<file path="config.mk">
export PLATFORM = sky130hd
export DESIGN_NAME = word_byte_fifo
export DESIGN_NICKNAME = d
export VERILOG_FILES = /design/src/rtl/word_byte_fifo.sv
export SDC_FILE = /design/constraint.sdc
export NUM_CORES = 1
export LEC_CHECK = 0
export BUFFER_PORTS_ARGS = -buffer_cell sky130_fd_sc_hd__buf_2
export CORE_MARGIN = 10
export CORE_UTILIZATION = 28
export CTS_CLUSTER_DIAMETER = 80
export CTS_CLUSTER_SIZE = 24
export DETAILED_ROUTE_END_ITERATION = 16
export PLACE_DENSITY = 0.54
export SYNTH_ARGS = -nofsm -noshare
export SYNTH_HDL_FRONTEND = slang
export SYNTH_SLANG_ARGS = --single-unit
</file>
<file path="constraint.sdc">
create_clock -name clk -period 3.6 [get_ports clk]
set_input_delay 0.72 -clock clk [delete_from_list [all_inputs] [get_ports clk]]
set_output_delay 0.72 -clock clk [all_outputs]
set_load 0.01 [all_outputs]
</file>
<file path="src/rtl/word_byte_fifo.sv">
// word_byte_fifo: DEPTH-word FIFO of 16-bit samples drained as bytes, low byte first.
module word_byte_fifo #(
  parameter int DEPTH = 8
) (
  input  logic                     clk,
  input  logic                     rst_n,
  input  logic                     enable,
  input  logic [15:0]              word_in,
  input  logic                     word_valid,
  output logic [7:0]               byte_out,
  output logic                     byte_valid,
  input  logic                     byte_ack,
  output logic [$clog2(DEPTH):0]   level,
  output logic                     overflow
);
  localparam int AW = $clog2(DEPTH);
  logic [15:0]   mem [DEPTH];
  logic [AW-1:0] wr_ptr, rd_ptr;
  logic          phase;
  logic          full, xfer, pop, push, drop;
  logic [15:0]   head;
  assign head       = mem[rd_ptr];
  assign byte_valid = level != '0;
  assign byte_out   = phase ? head[15:8] : head[7:0];
  assign full       = level == (AW+1)'(DEPTH);
  assign xfer       = enable & byte_valid & byte_ack;
  assign pop        = xfer & phase;
  // a full FIFO can still take a word when the head word leaves on the same edge
  assign push       = enable & word_valid & (~full | pop);
  assign drop       = enable & word_valid & full & ~pop;
  always_ff @(posedge clk) begin
    if (!rst_n || !enable) begin
      wr_ptr   <= '0;
      rd_ptr   <= '0;
      level    <= '0;
      phase    <= 1'b0;
      overflow <= 1'b0;
    end else begin
      if (push) wr_ptr <= wr_ptr + AW'(1);
      if (pop) rd_ptr <= rd_ptr + AW'(1);
      if (xfer) phase <= ~phase;
      if (drop) overflow <= 1'b1;
      level <= level + (AW+1)'(push) - (AW+1)'(pop);
    end
  end
  always_ff @(posedge clk) begin
    if (push) mem[wr_ptr] <= word_in;
  end
endmodule

</file>
==> results_tabular.tex <==
\begin{tabular}{lr}
\hline
Metric & Value \\
\hline
\multicolumn{2}{l}{\textbf{Clock tree}} \\
\quad Clock-pin slew on the worst setup and hold paths & 0.06 ns \\
\quad Quantity of hold-fixing buffers added after cts & 0 \\
\quad Clock Root Buffer & clkbuf\_16 \\
\quad Number of clock sinks & 143 \\
\quad Number of H-tree branching levels & 4 \\
\quad CTS tree & built \\
\quad Max clock buf depth & 2 \\
\quad CTS Buf Count & 17 \\
\quad Clk Latency, worst-skew pair & 0.42 ns \\
\quad Number of gates given a new drive strength after cts & 0 \\
\quad Post-CTS repair timing setup buffer count & 0 \\
\multicolumn{2}{l}{\textbf{Setup path}} \\
\quad Capturing point of the worst reg2reg path & mem[3][14] \\
\quad Worst Path Max Fanout & 14 \\
\quad Start-to-end type of the worst setup path & flop to output port \\
\quad Arrival time at the worst endpoint & 2.45 ns \\
\quad Kind of launch point of the worst setup path & flop \\
\quad Reg-to-reg slack, setup & 1.00 ns \\
\quad Required time of the critical path & 2.88 ns \\
\quad Cells traversed along the worst timing path & and2\_0, a22oi\_1, nand3\_1, o21ai\_0, buf\_2 \\
\quad Capturing element type of the critical path & output port \\
\quad Worst flop-to-flop path startpoint & level[2] \\
\quad Worst Reg-to-Reg Cells & 7 \\
\quad Kind of cell adding the most delay to the critical path & flip-flops \\
\quad Largest stage delay on the critical path & 0.81 ns \\
\quad Buffers \& Inverters on Critical Path & 1 \\
\quad Slowest cell on the critical path & dfxtp\_1 \\
\multicolumn{2}{l}{\textbf{Synthesis}} \\
\quad Synth Instances & 317 \\
\quad Cell area after synthesis & 5724 µm² \\
\quad Dominant cell type by area after synthesis & edfxtp\_1 \\
\quad Nets in the synthesized netlist & 346 \\
\quad Top cells by area, synth & edfxtp\_1 67\%, mux2i\_1 7.3\%, mux4\_2 6.3\% \\
\quad Warning count from the yosys run & 0 \\
\quad Yosys top cell area share & 67.15\% \\
\quad Synthesized area per cell & 18.06 µm² \\
\quad Number of register bits inferred by synthesis & 143 \\
\quad Sequential element share of the synthesized area & 72.39\% \\
\quad Post-synthesis cell type count & 39 \\
\multicolumn{2}{l}{\textbf{STA}} \\
\quad Number of pins exceeding their max-slew limit in the final report & 0 \\
\quad Setup repair after global routing missed its margin & no \\
\quad Transition time at the pin with the least slew margin & 0.7721 ns \\
\quad Worst-case headroom to the max-slew limit & 48.24\% \\
\quad Final Hold Violating Endpoints & 0 \\
\quad Time the worst path needs with I/O delays and setup & 3.171 ns \\
\quad Setup skew after layout & 0.006433 ns \\
\quad Highest attainable clock frequency & 0.3154 GHz \\
\quad Count of final setup violators & 0 \\
\quad Period Utilization, post-route & 88.07\% \\
\quad Final worst-path setup slack & 0.4294 ns \\
\quad Total negative slack & 0 ns \\
\multicolumn{2}{l}{\textbf{Floorplan}} \\
\quad Overall die height & 163.0 µm \\
\quad Total I/O pin count & 35 \\
\quad Horizontal extent of the die & 163.0 µm \\
\quad Area of the die & 26560 µm² \\
\quad Core outline area & 20170 µm² \\
\quad Std-Cell Rows & 52 \\
\quad Starting density of the core & 28.38\% \\
\multicolumn{2}{l}{\textbf{Finish}} \\
\quad Final instance area & 6888 µm² \\
\quad Number of filler instances in the final layout & 1953 \\
\quad Count of placed standard cells in the final layout, fillers left out & 655 \\
\quad Share of layout cells above drive strength 1 & 28.91\% \\
\quad Growth of design area from synthesis to finish & 20.33\% \\
\quad Net count of the finished layout & 400 \\
\multicolumn{2}{l}{\textbf{Hold path}} \\
\quad Worst hold path startpoint & overflow \\
\quad Type of the most critical hold path & flop to flop \\
\quad Hold worst-path end & overflow \\
\quad Instance count along the most critical hold path & 2 \\
\multicolumn{2}{l}{\textbf{Routing}} \\
\quad Final antenna-violating net count & 0 \\
\quad Total via count in the routed design & 2937 \\
\quad Final WL & 11.73 mm \\
\quad DRC marker count from the first detailed-route iteration & 199 \\
\quad Routed wire per std cell & 17.90 µm \\
\quad \# DRC & 0 \\
\quad Via count normalized by instance count & 4.484 \\
\quad Detailed Routing Iterations Pass 1 & 4 \\
\multicolumn{2}{l}{\textbf{Place}} \\
\quad RePlAce Congestion & 0.7210 \\
\quad DPL Wire Length & 7.508 mm \\
\quad Placed inst area & 6291 µm² \\
\quad \# port buffers & 34 \\
\quad Placement Setup Slack & 0.7565 ns \\
\quad Placed cell count & 622 \\
\multicolumn{2}{l}{\textbf{Global route}} \\
\quad Remaining Overflow, GRT & 0 \\
\quad Number of global-route vias before repair & 3235 \\
\quad Wire length of the first global-routing pass & 18.49 mm \\
\quad Pin count of the biggest net entering global routing & 22 \\
\quad Overall Global Routing Usage & 9.425\% \\
\quad Initial antenna violation count & 2 \\
\multicolumn{2}{l}{\textbf{Pwr}} \\
\quad Logic gate share of total power & 2.2\% \\
\quad Part of the total power dissipated in the clock network & 47.7\% \\
\quad IR drop worst, VDD & 0.0003393 V \\
\quad Static leakage & 2.203 nW \\
\quad Power share of the sequential group & 50.0\% \\
\quad PD cells & 529.1 nW/µm² \\
\quad Power dissipated by switching net loads & 0.7126 mW \\
\quad Design internal power & 2.932 mW \\
\quad Proportion of total power due to net switching & 19.55\% \\
\multicolumn{2}{l}{\textbf{Status}} \\
\quad Run status & complete, no violations \\
\multicolumn{2}{l}{\textbf{Flow run}} \\
\quad Max\_cap viols & 0 \\
\hline
\end{tabular}
-- power by group through the flow --
stage | Sequential [mW] | Combinational [mW] | Clock (mW)
finish | 1.82 | 0.0819 | 1.74
global route | 1.82 | 0.0924 | 1.85
CTS | 1.82 | 0.0843 | 1.78
detailed placement | 1.86 | 0.0839 | 0
global placement | 1.86 | 0.0814 | 0
floorplan | 1.86 | 0.0352 | 0
-- flip-flops by register name, indices dropped and copies added (netlist names), named ones only --
signal	flops
level	4
mem	128
overflow	1
phase	1
rd_ptr	3
wr_ptr	3
-- through the flow --
step	hold slack (ns)	power, mW	utilization, %
2_1_floorplan	0.4725	1.893	-
3_3_place_gp	0.4569	1.940	31.19
3_5_place_dp	0.4603	1.943	31.19
4_1_cts	0.4839	3.686	34.14
5_1_grt	0.5235	3.764	34.14
6_report	0.4780	3.645	34.15
-- cell type report --
type                            count  area [µm²]  share of cell area [%]
Sequential cell                   143        4145                   60.18
Multi-Input combinational cell    153        1479                   21.47
Clock buffer                       17       425.4                   6.176
Tap cell                          270       337.8                   4.905
Timing Repair Buffer               51       310.3                   4.505
Clock inverter                     15       168.9                   2.452
Inverter                            5       18.77                  0.2725
Antenna cell                        1       2.502                 0.03633
-- worst register-to-register path: cells and delay by family, from the launching register on --
| kind | cells | cell delay [ns] |
|---|---|---|
| adders and majority gates | 1 | 0.22 |
| buffers and inverters | 2 | 0.41 |
| DFF | 1 | 0.33 |
| and+or+nand+nor | 4 | 1.33 |
-- metal layers --
| layer | vias to the layer above | global-route usage (%) | share of wire [%] |
|---|---|---|---|
| met5 | - | 0 | 0.11 |
| met4 | 2 | 3.689 | 1.3 |
| met3 | 16 | 3.413 | 5.1 |
| met2 | 75 | 14.43 | 47 |
| met1 | 1477 | 11.91 | 47 |
| li1 | 1367 | - | - |
-- cell usage after synthesis (all sizes together) --
cell type,count
a21o,1
a21oi,2
a22oi,16
a31o,1
a31oi,2
and2,2
and3,3
buf,13
clkbuf,3
dfxtp,15
edfxtp,128
fa,1
ha,7
inv,5
mux2i,42
mux4,16
nand2,6
nand3,10
nand4b,1
nor2,17
nor2b,2
nor3,2
nor3b,2
nor4,1
nor4b,2
o21ai,9
or2,1
or3b,1
xnor2,3
xor2,3
-- how the worst max path moves through the flow --
stage	start	endpoint	slack (ns)	cells past startpoint
4_1_cts	flop	byte_out[7]	0.33	5
6_report	flop	byte_out[7]	0.43	5
3_3_place_gp	enable	mem[3][14]	0.80	6
5_1_grt	flop	byte_out[7]	0.10	5
2_1_floorplan	level[2]	mem[0][0]	0.30	6
3_5_place_dp	enable	mem[3][13]	0.76	6
-- cells by family after synthesis --
family                   Yosys count  share of synthesized area [%]
AO/OA/AOI/OAI                     31                          3.672
adder cells (fa/ha/maj)            8                          1.880
flip-flops                       143                          72.39
XOR/XNOR                           6                         0.9182
multiplexers                      58                          13.64
AND/OR/NAND/NOR                   50                          5.290
buffers and inverters             21                          2.208
-- cells in the final DEF (no fill, tap or decap), drive strengths merged, types with 6 or more instances in the layout --
cell type  Yosys  final
inv            5      7
buf           13     51
clkbuf         3     17
ha             7      7
clkinv         0      8
nand3         10     10
o21ai          9      9
edfxtp       128    128
a22oi         16     16
dfxtp         15     15
mux4          16     16
nor2          17     17
nand2          6      6
mux2i         42     42
No activity file was read; power rests on OpenSTA's default activity.
